--- src/rtl/rv32i_mmio_bridge_pkg.sv ---
// Shared types and MMIO register map for the rv32i memory/MMIO bridge.
// Offsets are byte offsets within the 256-byte MMIO window.
package mmio_pkg;

    typedef enum logic [1:0] {
        REGION_NONE = 2'd0,
        REGION_RAM  = 2'd1,
        REGION_MMIO = 2'd2
    } region_t;

    localparam logic [7:0] MMIO_LEDS      = 8'h00;
    localparam logic [7:0] MMIO_BUTTONS   = 8'h04;
    localparam logic [7:0] MMIO_CYCLE_LO  = 8'h08;
    localparam logic [7:0] MMIO_CYCLE_HI  = 8'h0C;
    localparam logic [7:0] MMIO_INSTRET   = 8'h10;
    localparam logic [7:0] MMIO_TIMER_CMP = 8'h14;
    localparam logic [7:0] MMIO_STATUS    = 8'h18;

    localparam int unsigned STATUS_TIMER_BIT = 0;

endpackage

--- src/rtl/rv32i_mmio_bridge_if.sv ---
// Word-wide memory bus: the core drives it as master, the bridge forwards
// it to RAM as master again.
interface rv32i_mmio_bridge_if;
    logic [31:0] addr;
    logic [31:0] wr_data;
    logic        wr_ena;
    logic [31:0] rd_data;

    modport master (output addr, output wr_data, output wr_ena, input rd_data);
    modport slave  (input addr, input wr_data, input wr_ena, output rd_data);
endinterface

--- src/rtl/rv32i_mmio_bridge_counter64.sv ---
// 64-bit counter; a read of the low word snapshots the high word so a
// following CYCLE_HI read is coherent with the low word already returned.
module mmio_counter64 (
    input  logic        clk,
    input  logic        rst,
    input  logic        inc,
    input  logic        lo_rd,
    output logic [31:0] count_lo,
    output logic [31:0] hi_latch
);

    logic [63:0] count;

    always_ff @(posedge clk) begin
        if (!rst) begin
            count    <= '0;
            hi_latch <= '0;
        end else begin
            if (inc)   count    <= count + 64'd1;
            if (lo_rd) hi_latch <= count[63:32];
        end
    end

    assign count_lo = count[31:0];

endmodule

--- src/rtl/rv32i_mmio_bridge_reg.sv ---
// Plain D register with synchronous active-low reset; two in series form
// the button synchroniser.
module mmio_reg #(
    parameter int unsigned WIDTH = 1
) (
    input  logic             clk,
    input  logic             rst,
    input  logic [WIDTH-1:0] d,
    output logic [WIDTH-1:0] q
);

    always_ff @(posedge clk) begin
        if (!rst) q <= '0;
        else      q <= d;
    end

endmodule

--- src/rtl/rv32i_mmio_bridge.sv ---
// Splits core accesses between block RAM and a small MMIO register bank,
// 1-cycle read latency for both. Optional macro: RV32I_MMIO_INSTRET_EN.
import mmio_pkg::*;

module rv32i_mmio_bridge #(
    parameter int unsigned RAM_WORDS = 256,
    parameter logic [31:0] MMIO_BASE = 32'hF000_0000,
    parameter int unsigned N_LEDS    = 8,
    parameter int unsigned N_BUTTONS = 4
) (
    input  logic                     clk,
    input  logic                     rst,
    rv32i_mmio_bridge_if.slave       core,
    rv32i_mmio_bridge_if.master      ram,
    input  logic                     instructions_completed,
    output logic [N_LEDS-1:0]        leds,
    input  logic [N_BUTTONS-1:0]     buttons,
    output logic                     timer_irq,
    output logic                     bus_error
);

    localparam logic [31:0] RAM_BYTES = 32'(4 * RAM_WORDS);

    logic           aligned;
    logic           ram_hit;
    logic           mmio_hit;
    region_t        region;
    region_t        region_q;
    logic [7:0]     offset;
    logic           mmio_we;
    logic           lo_rd;
    logic [31:0]    mmio_rd_val;
    logic [31:0]    mmio_rd_q;
    logic [31:0]    timer_cmp;
    logic [31:0]    cycle_lo;
    logic [31:0]    cycle_hi_latch;
    logic [31:0]    instret;
    logic [N_BUTTONS-1:0] btn_meta;
    logic [N_BUTTONS-1:0] btn_sync;

    assign aligned  = (core.addr[1:0] == 2'b00);
    assign ram_hit  = (core.addr < RAM_BYTES);
    assign mmio_hit = (core.addr[31:8] == MMIO_BASE[31:8]);
    assign offset   = core.addr[7:0];

    always_comb begin
        region = REGION_NONE;
        if (aligned && ram_hit)       region = REGION_RAM;
        else if (aligned && mmio_hit) region = REGION_MMIO;
    end

    // Gating with rst keeps a store issued during reset from reaching RAM.
    assign ram.addr    = {2'b00, core.addr[31:2]};
    assign ram.wr_data = core.wr_data;
    assign ram.wr_ena  = core.wr_ena && rst && (region == REGION_RAM);

    assign mmio_we = core.wr_ena && (region == REGION_MMIO);
    assign lo_rd   = (region == REGION_MMIO) && (offset == MMIO_CYCLE_LO);

    mmio_reg #(.WIDTH(N_BUTTONS)) u_btn_meta (
        .clk (clk), .rst (rst), .d (buttons), .q (btn_meta)
    );

    mmio_reg #(.WIDTH(N_BUTTONS)) u_btn_sync (
        .clk (clk), .rst (rst), .d (btn_meta), .q (btn_sync)
    );

    mmio_counter64 u_cycle (
        .clk      (clk),
        .rst      (rst),
        .inc      (1'b1),
        .lo_rd    (lo_rd),
        .count_lo (cycle_lo),
        .hi_latch (cycle_hi_latch)
    );

`ifdef RV32I_MMIO_INSTRET_EN
    always_ff @(posedge clk) begin
        if (!rst)                        instret <= '0;
        else if (instructions_completed) instret <= instret + 32'd1;
    end
`else
    logic unused_instructions_completed;
    assign unused_instructions_completed = instructions_completed;
    assign instret = '0;
`endif

    always_comb begin
        mmio_rd_val = '0;
        case (offset)
            MMIO_LEDS:      mmio_rd_val = 32'(leds);
            MMIO_BUTTONS:   mmio_rd_val = 32'(btn_sync);
            MMIO_CYCLE_LO:  mmio_rd_val = cycle_lo;
            MMIO_CYCLE_HI:  mmio_rd_val = cycle_hi_latch;
            MMIO_INSTRET:   mmio_rd_val = instret;
            MMIO_TIMER_CMP: mmio_rd_val = timer_cmp;
            MMIO_STATUS:    mmio_rd_val[STATUS_TIMER_BIT] = timer_irq;
            default:        mmio_rd_val = '0;
        endcase
    end

    // Read value is captured from pre-write state, so a same-cycle write is not visible.
    always_ff @(posedge clk) begin
        if (!rst) begin
            leds      <= '0;
            timer_cmp <= '1;
            timer_irq <= 1'b0;
            bus_error <= 1'b0;
            region_q  <= REGION_NONE;
            mmio_rd_q <= '0;
        end else begin
            region_q  <= region;
            mmio_rd_q <= mmio_rd_val;
            if (region == REGION_NONE) bus_error <= 1'b1;
            if (mmio_we && offset == MMIO_LEDS)      leds      <= core.wr_data[N_LEDS-1:0];
            if (mmio_we && offset == MMIO_TIMER_CMP) timer_cmp <= core.wr_data;
            if (cycle_lo == timer_cmp)
                timer_irq <= 1'b1;
            else if (mmio_we && offset == MMIO_STATUS && core.wr_data[STATUS_TIMER_BIT])
                timer_irq <= 1'b0;
        end
    end

    always_comb begin
        case (region_q)
            REGION_RAM:  core.rd_data = ram.rd_data;
            REGION_MMIO: core.rd_data = mmio_rd_q;
            default:     core.rd_data = '0;
        endcase
    end

endmodule

--- src/flat_wrapper.sv ---
// flat-port wrapper written by rule: the top's interface ports become plain ports
module rv32i_mmio_bridge_flat 
#(
    parameter int unsigned RAM_WORDS = 256,
    parameter logic [31:0] MMIO_BASE = 32'hF000_0000,
    parameter int unsigned N_LEDS    = 8,
    parameter int unsigned N_BUTTONS = 4
)
  (clk, rst, instructions_completed, leds, buttons, timer_irq, bus_error, core_addr, core_wr_data, core_wr_ena, core_rd_data, ram_addr, ram_wr_data, ram_wr_ena, ram_rd_data);
  rv32i_mmio_bridge_if core_i ();
  rv32i_mmio_bridge_if ram_i ();
  input  logic clk;
  input  logic rst;
  input  logic instructions_completed;
  output logic [N_LEDS-1:0] leds;
  input  logic [N_BUTTONS-1:0] buttons;
  output logic timer_irq;
  output logic bus_error;
  input wire logic [$bits(core_i.addr)-1:0] core_addr;
  input wire logic [$bits(core_i.wr_data)-1:0] core_wr_data;
  input wire logic [$bits(core_i.wr_ena)-1:0] core_wr_ena;
  output wire logic [$bits(core_i.rd_data)-1:0] core_rd_data;
  output wire logic [$bits(ram_i.addr)-1:0] ram_addr;
  output wire logic [$bits(ram_i.wr_data)-1:0] ram_wr_data;
  output wire logic [$bits(ram_i.wr_ena)-1:0] ram_wr_ena;
  input wire logic [$bits(ram_i.rd_data)-1:0] ram_rd_data;
  assign core_i.addr = core_addr;
  assign core_i.wr_data = core_wr_data;
  assign core_i.wr_ena = core_wr_ena;
  assign core_rd_data = core_i.rd_data;
  assign ram_addr = ram_i.addr;
  assign ram_wr_data = ram_i.wr_data;
  assign ram_wr_ena = ram_i.wr_ena;
  assign ram_i.rd_data = ram_rd_data;
  rv32i_mmio_bridge #(.RAM_WORDS(RAM_WORDS), .MMIO_BASE(MMIO_BASE), .N_LEDS(N_LEDS), .N_BUTTONS(N_BUTTONS)) u_core (.clk(clk), .rst(rst), .core(core_i), .ram(ram_i), .instructions_completed(instructions_completed), .leds(leds), .buttons(buttons), .timer_irq(timer_irq), .bus_error(bus_error));
endmodule
--- config.mk ---
export PLATFORM = sky130hd
export DESIGN_NAME = rv32i_mmio_bridge_flat
export DESIGN_NICKNAME = d
export VERILOG_FILES = /design/src/rtl/rv32i_mmio_bridge_pkg.sv /design/src/rtl/rv32i_mmio_bridge_if.sv /design/src/rtl/rv32i_mmio_bridge_counter64.sv /design/src/rtl/rv32i_mmio_bridge_reg.sv /design/src/rtl/rv32i_mmio_bridge.sv /design/src/flat_wrapper.sv
export SDC_FILE = /design/constraint.sdc
export NUM_CORES = 1
export LEC_CHECK = 0
export CORE_MARGIN = 10
export CORE_UTILIZATION = 30
export DETAILED_ROUTE_END_ITERATION = 12
export HOLD_SLACK_MARGIN = 0.05
export SYNTH_ARGS = -nofsm -noshare
export SYNTH_HDL_FRONTEND = slang
export SYNTH_HIERARCHICAL = 1
export SYNTH_SLANG_ARGS = --single-unit
--- constraint.sdc ---
create_clock -name clk -period 5.4 [get_ports clk]
set_input_delay 1.08 -clock clk [delete_from_list [all_inputs] [get_ports clk]]
set_output_delay 1.08 -clock clk [all_outputs]
set_load 0.01 [all_outputs]
Word level (Yosys, flattened, before mapping)
Cells that the tools add are included.

word-level totals
  bits in registers = 180
  bits of input ports = 104
  output and inout port bits = 107
  word-level logic and storage cells = 44

operators by class
  $add $sub $neg = 1
  muxes and demuxes = 7
  equal/unequal tests = 11
  order comparisons = 1
  reduce and logical (&&, ||, !) cells = 14

operators by type and width
  cell                                                           number
  one-hot mux 31 bit (5 select lines)                            1
  adder 64 x 1 -> 64 bit (second input constant)                 1
  one-hot mux 32 bit (2 select lines)                            1
  equality test 32 bit                                           1
  less-than comparator 32 x 11 -> 1 bit (second input constant)  1
  equality test 24 bit (second input constant)                   1
  equality test 8 x 4 -> 1 bit (second input constant)           2
  equality test 8 x 5 -> 1 bit (second input constant)           2
  logical AND 1 bit                                              10
  equality test 8 x 3 -> 1 bit (second input constant)           1
  logical NOT 8 bit                                              1
  one-hot mux 1 bit (6 select lines)                             1
  equality test 2 x 1 -> 1 bit (second input constant)           2
  equality test 2 bit (second input constant)                    2
  logical NOT 2 bit                                              2
  two-way mux 2 bit                                              2
  two-way mux 1 bit                                              2
  nonzero test 2 bit                                             1

Longest topological paths before layout
  depth in word-level cells = 10
  gate-level depth with buffers = 9
  depth with buffers taken out = 6

Modules after synthesis
Netlist, hierarchy kept.

modules (own cells, without submodules)
  module             cells an instance  area an instance (um2)  instances  sequential area each (um2)
  mmio_counter64     533                4596.9                  1          1921.8
  rv32i_mmio_bridge  479                4282.9                  1          1521.5
  mmio_reg           8                  105.1                   2          80.1

Worst setup path before layout
No wires, ideal clock.

  path kind = input to register
  start point = in core_addr[5]
  end point = reg u_core.u_cycle.hi_latch[0]
  setup slack = 1.860 ns
  data arrival time = 3.412 ns
  stages = 9
  data required time = 5.272 ns
  path through = nor4_1 nor3b_1 and2_1 clkbuf_1 and3_1 clkbuf_1 buf_1 mux2i_1 nor2_1

between the ends
  word-level cells in the longest chain between the ends = 5
  elaborated cells on any way between the ends = 6
  those cells by class = order compare (1); eq/ne (2); mux (1); reduce/logical (2)

ends and longest elaborated chain
  item                                   RTL line                           source
  start, declared                        flat_wrapper.sv:19                 input wire logic [$bits(core_i.addr)-1:0] core_addr;
  less-than comparator 32 x 11 -> 1 bit  rv32i_mmio_bridge.sv:42            assign ram_hit = (core.addr < RAM_BYTES);
  logical AND 1 bit                      rv32i_mmio_bridge.sv:48            if (aligned && ram_hit) region = REGION_RAM;
  two-way mux 2 bit                      rv32i_mmio_bridge.sv:48
  equality test 2 bit                    rv32i_mmio_bridge.sv:58            assign lo_rd = (region == REGION_MMIO) && (offset == MMIO_CYCLE_LO);
  logical AND 1 bit (*)                  rv32i_mmio_bridge.sv:58
  named net u_core.lo_rd                 rv32i_mmio_bridge.sv:31            logic lo_rd;
  end signal, assigned                   rv32i_mmio_bridge_counter64.sv:20  if (lo_rd) hi_latch <= count[63:32];
  end, declared                          rv32i_mmio_bridge_counter64.sv:9   output logic [31:0] hi_latch

The timed path passes the listed nets; every way through them passes the cells marked *.
A chain may end at the register's enable or synchronous reset.

Final worst setup path
  start point = in core_addr[27]
  end point = out ram_wr_ena

between the ends
  word-level cells in the longest chain between the ends = 6
  elaborated cells on any way between the ends = 8
  those cells by class = order compare (1); eq/ne (2); mux (2); reduce/logical (3)

ends and longest elaborated chain
  item                                                                                           RTL line                 source
  parallel branches: the longest is 3 deep, another holds less-than comparator 32 x 11 -> 1 bit  -
  two-way mux 2 bit (*)                                                                          rv32i_mmio_bridge.sv:48
  equality test 2 x 1 -> 1 bit (*)                                                               rv32i_mmio_bridge.sv:55  assign ram.wr_ena = core.wr_ena && rst && (region == REGION_RAM);
  logical AND 1 bit (*)                                                                          rv32i_mmio_bridge.sv:55
  end, declared                                                                                  flat_wrapper.sv:25       output wire logic [$bits(ram_i.wr_ena)-1:0] ram_wr_ena;

Mark *: on every way between the ends.

==> impl_metrics.ini <==
[global_routing]
grt_first_pass_wirelength_um = 44200
grt_pass1_vias = 7280
grt_use_total = 0.145
grt_max_degree = 91
gr-total-overflow = 0
antenna_found_initial = 0

[pwr]
power_frac_seq = 0.486
netSwitchingPower_mw = 0.670
p_per_area_mw_per_mm2 = 242
peakVddDrop_uv = 227
p_clk_frac = 0.441
switching_share = 0.244
p_int_mw = 2.08
power_frac_comb = 0.072
leakage_nw = 3.43

[run_status]
outcome = complete, no violations

[floorplan]
dieHeight_um = 194
pin_count = 211
core_area_mm2 = 0.0298
initial_core_util = 0.305
dieWidth_um = 194
die_area_mm2 = 0.0377
rows = 63

[synth]
synth_compound_area_frac = 0.106
synthArstFlopShare = 0
synth_top_family_by_area = simple AND/OR/NAND/NOR gates
synth_warnings = 6
syn_avg_cell_area_um2 = 8.84
syn_area_mm2 = 0.00909
synth.top_cell.area_share = 0.396
synth_common_cells = dfxtp_1 (180), nor2_1 (128), buf_4 (99)
ys.flop_type = dfxtp_1
synth_edf_count = 0
yosysUniqueCellTypes = 55
yosysMostFrequentCell = dfxtp_1
synthMuxAreaShare = 0.0933
seq_area_frac_synth = 0.396
syn_inst = 1028
synth_top_cell_by_area = dfxtp_1
synthTopCellsByArea = dfxtp_1 (40%), mux2i_1 (8.6%), buf_4 (8.2%)
synth-seq-cells = 180
synth-simple-area-share = 0.228
synth_fa_ha_area_frac = 0.00413
synth_xor_area_frac = 0.0588

[finish]
layout-drive-gt1-share = 0.0629
nNetsFinal = 1223
final_util = 0.381
antenna_cells = 0
final_cells = 1519
syn_to_final_growth_pct = 24.8
fill_cells = 3041

[setup_path]
end_kind = output pin
crit_type = primary input to output pin
path_common_cell = clkdlybuf4s50_1
crit_arrival_ps = 3300
cpPeakStageDelay_ps = 540
start_kind = primary input
path_cells = clkdlybuf4s50_1, nor4_1, nand4_1, buf_4, nor2_1, and3_1, and2_1, clkdlybuf4s50_1
required_ps = 4320
crit_family = buffers and inverters
cp_max_fo = 5
path_buf_inv = 3
cpMaxStageDelayCell = clkdlybuf4s50_1

[drt]
vias_per_cell = 5.15
vias = 7821
ant_nets = 0
wl_per_cell_um = 18.9
drt-pass1-iter-count = 5
routed_wl_um = 28700
drc = 0
drt_iter0_drc = 624

[min_path]
hold_path_class = flop to flop

[timing]
fin_setup_tns_ps = 0
finalCritPeriodShare = 0.811
fin_ws_ps = 1020
finalHoldViolCount = 0
fin_skew_ps = 9.40
setup_viol = 0
rsz0062_at_grt = false
maxClockFrequency_mhz = 228
maxSlewViolCount = 0
worstMarginPinSlew_ps = 1080
fin_crit_ps = 4380
slew_headroom = 0.279

[cts]
htreeDepth = 4
insertion_delay_ps = 430
cts_tree = yes
cts.sinks = 180
cts_buffer_depth = 2
postCtsSetupRepairBufs = 0
cts_buffers = 17
clk_pin_slew_ps = 70
cts_resized = 0
root_buffer = clkbuf_16
hold_buffers = 0

[placed_design]
hpwlAfterDp_um = 21600
pre_cts_slack_ps = 1030
dpl.cell_count = 1487
io_buffers = 207
place.gp.congestion = 0.880

[run]
maxCapViolations = 0
==> cells by family after synthesis <==
family | after synthesis
DFF | 180
other | 2
xor gates and xnor gates | 61
AOI/OAI and AO/OA | 136
adders and majority gates | 3
and+or+nand+nor | 399
buffers and inverters | 166
muxes | 81
==> layout by cell type (no fill, tap or decap), drive strengths merged, types with 2 or more instances in the layout <==
master	n
o21ai	19
o41ai	2
o31ai	10
and2	14
conb	5
nor2b	10
a222oi	26
xnor2	34
dfxtp	180
or4	19
nor2	128
ha	3
and4	5
buf	11
a21oi	34
nand4b	2
nand4	36
mux2i	78
nand3	26
nand2b	5
or2	7
clkbuf	18
nor4	24
inv	24
mux4	3
nor3	17
clkinv	5
clkdlybuf4s50	206
xor2	27
nand2	65
a22oi	39
or3	25
and3	11
==> state kept, by name, indices dropped and copies added (netlist names) <==
signal	cells
u_core/region_q	2
u_core/u_btn_sync/q	4
u_core/leds	8
u_core/timer_irq	1
u_core/u_cycle/count	64
u_core/u_btn_meta/q	4
u_core/timer_cmp	32
u_core/bus_error	1
u_core/mmio_rd_q	32
u_core/u_cycle/hi_latch	32
==> through the flow <==
stage / total power, mW / instance area, µm² / hold slack (ps)
after CTS: 2.77 / 11300 / 429
after global routing: 2.83 / 11300 / 444
after global placement: 1.56 / 10800 / 419
final: 2.75 / 11300 / 426
after detailed placement: 1.57 / 10800 / 411
after floorplan: 1.45 / 9100 / 406
==> worst register-to-register path: stages (launching register included) <==
cell	delay, ps
dfxtp_1	510
nand4_1	480
or2_2	480
or4b_1	960
or4_1	660
a21oi_1	140
==> cell type report <==
cell class	instances	area, µm²	share of cell area
Clock inverter	14	131	0.0116
Clock buffer	18	439	0.0387
Multi-Input combinational cell	685	4480	0.395
Sequential cell	180	3600	0.318
Tap cell	390	488	0.0430
Inverter	15	57.6	0.00508
Timing Repair Buffer	217	2140	0.189
==> power groups by stage <==
stage	sequential [mW]	clock, mW	combinational [mW]
floorplan	1.36	0	0.0861
global placement	1.37	0	0.199
detailed placement	1.37	0	0.199
CTS	1.34	1.23	0.200
global route	1.34	1.28	0.211
finish	1.34	1.21	0.198
==> final timing paths <==
kind,start,end,slack [ps],cells past startpoint
worst min-delay path,u_core/u_btn_meta/q[2],u_core/u_btn_sync/q[2],430,1
worst min register to register,u_core/u_btn_meta/q[2],u_core/u_btn_sync/q[2],430,1
worst max-delay path,core_addr[27],ram_wr_ena,1020,8
worst max register to register,u_core/u_cycle/count[10],u_core/u_cycle/count[56],2090,5
==> routing by layer <==
layer  global-route usage  vias up  wire [µm]
met5                    0        -          0
met4               0.0406        0        333
met3               0.0290       20       2150
met2                0.218      317      12800
met1                0.203     3712      13400
li1                     -     3772          -
(Power assumes the default switching activity.)
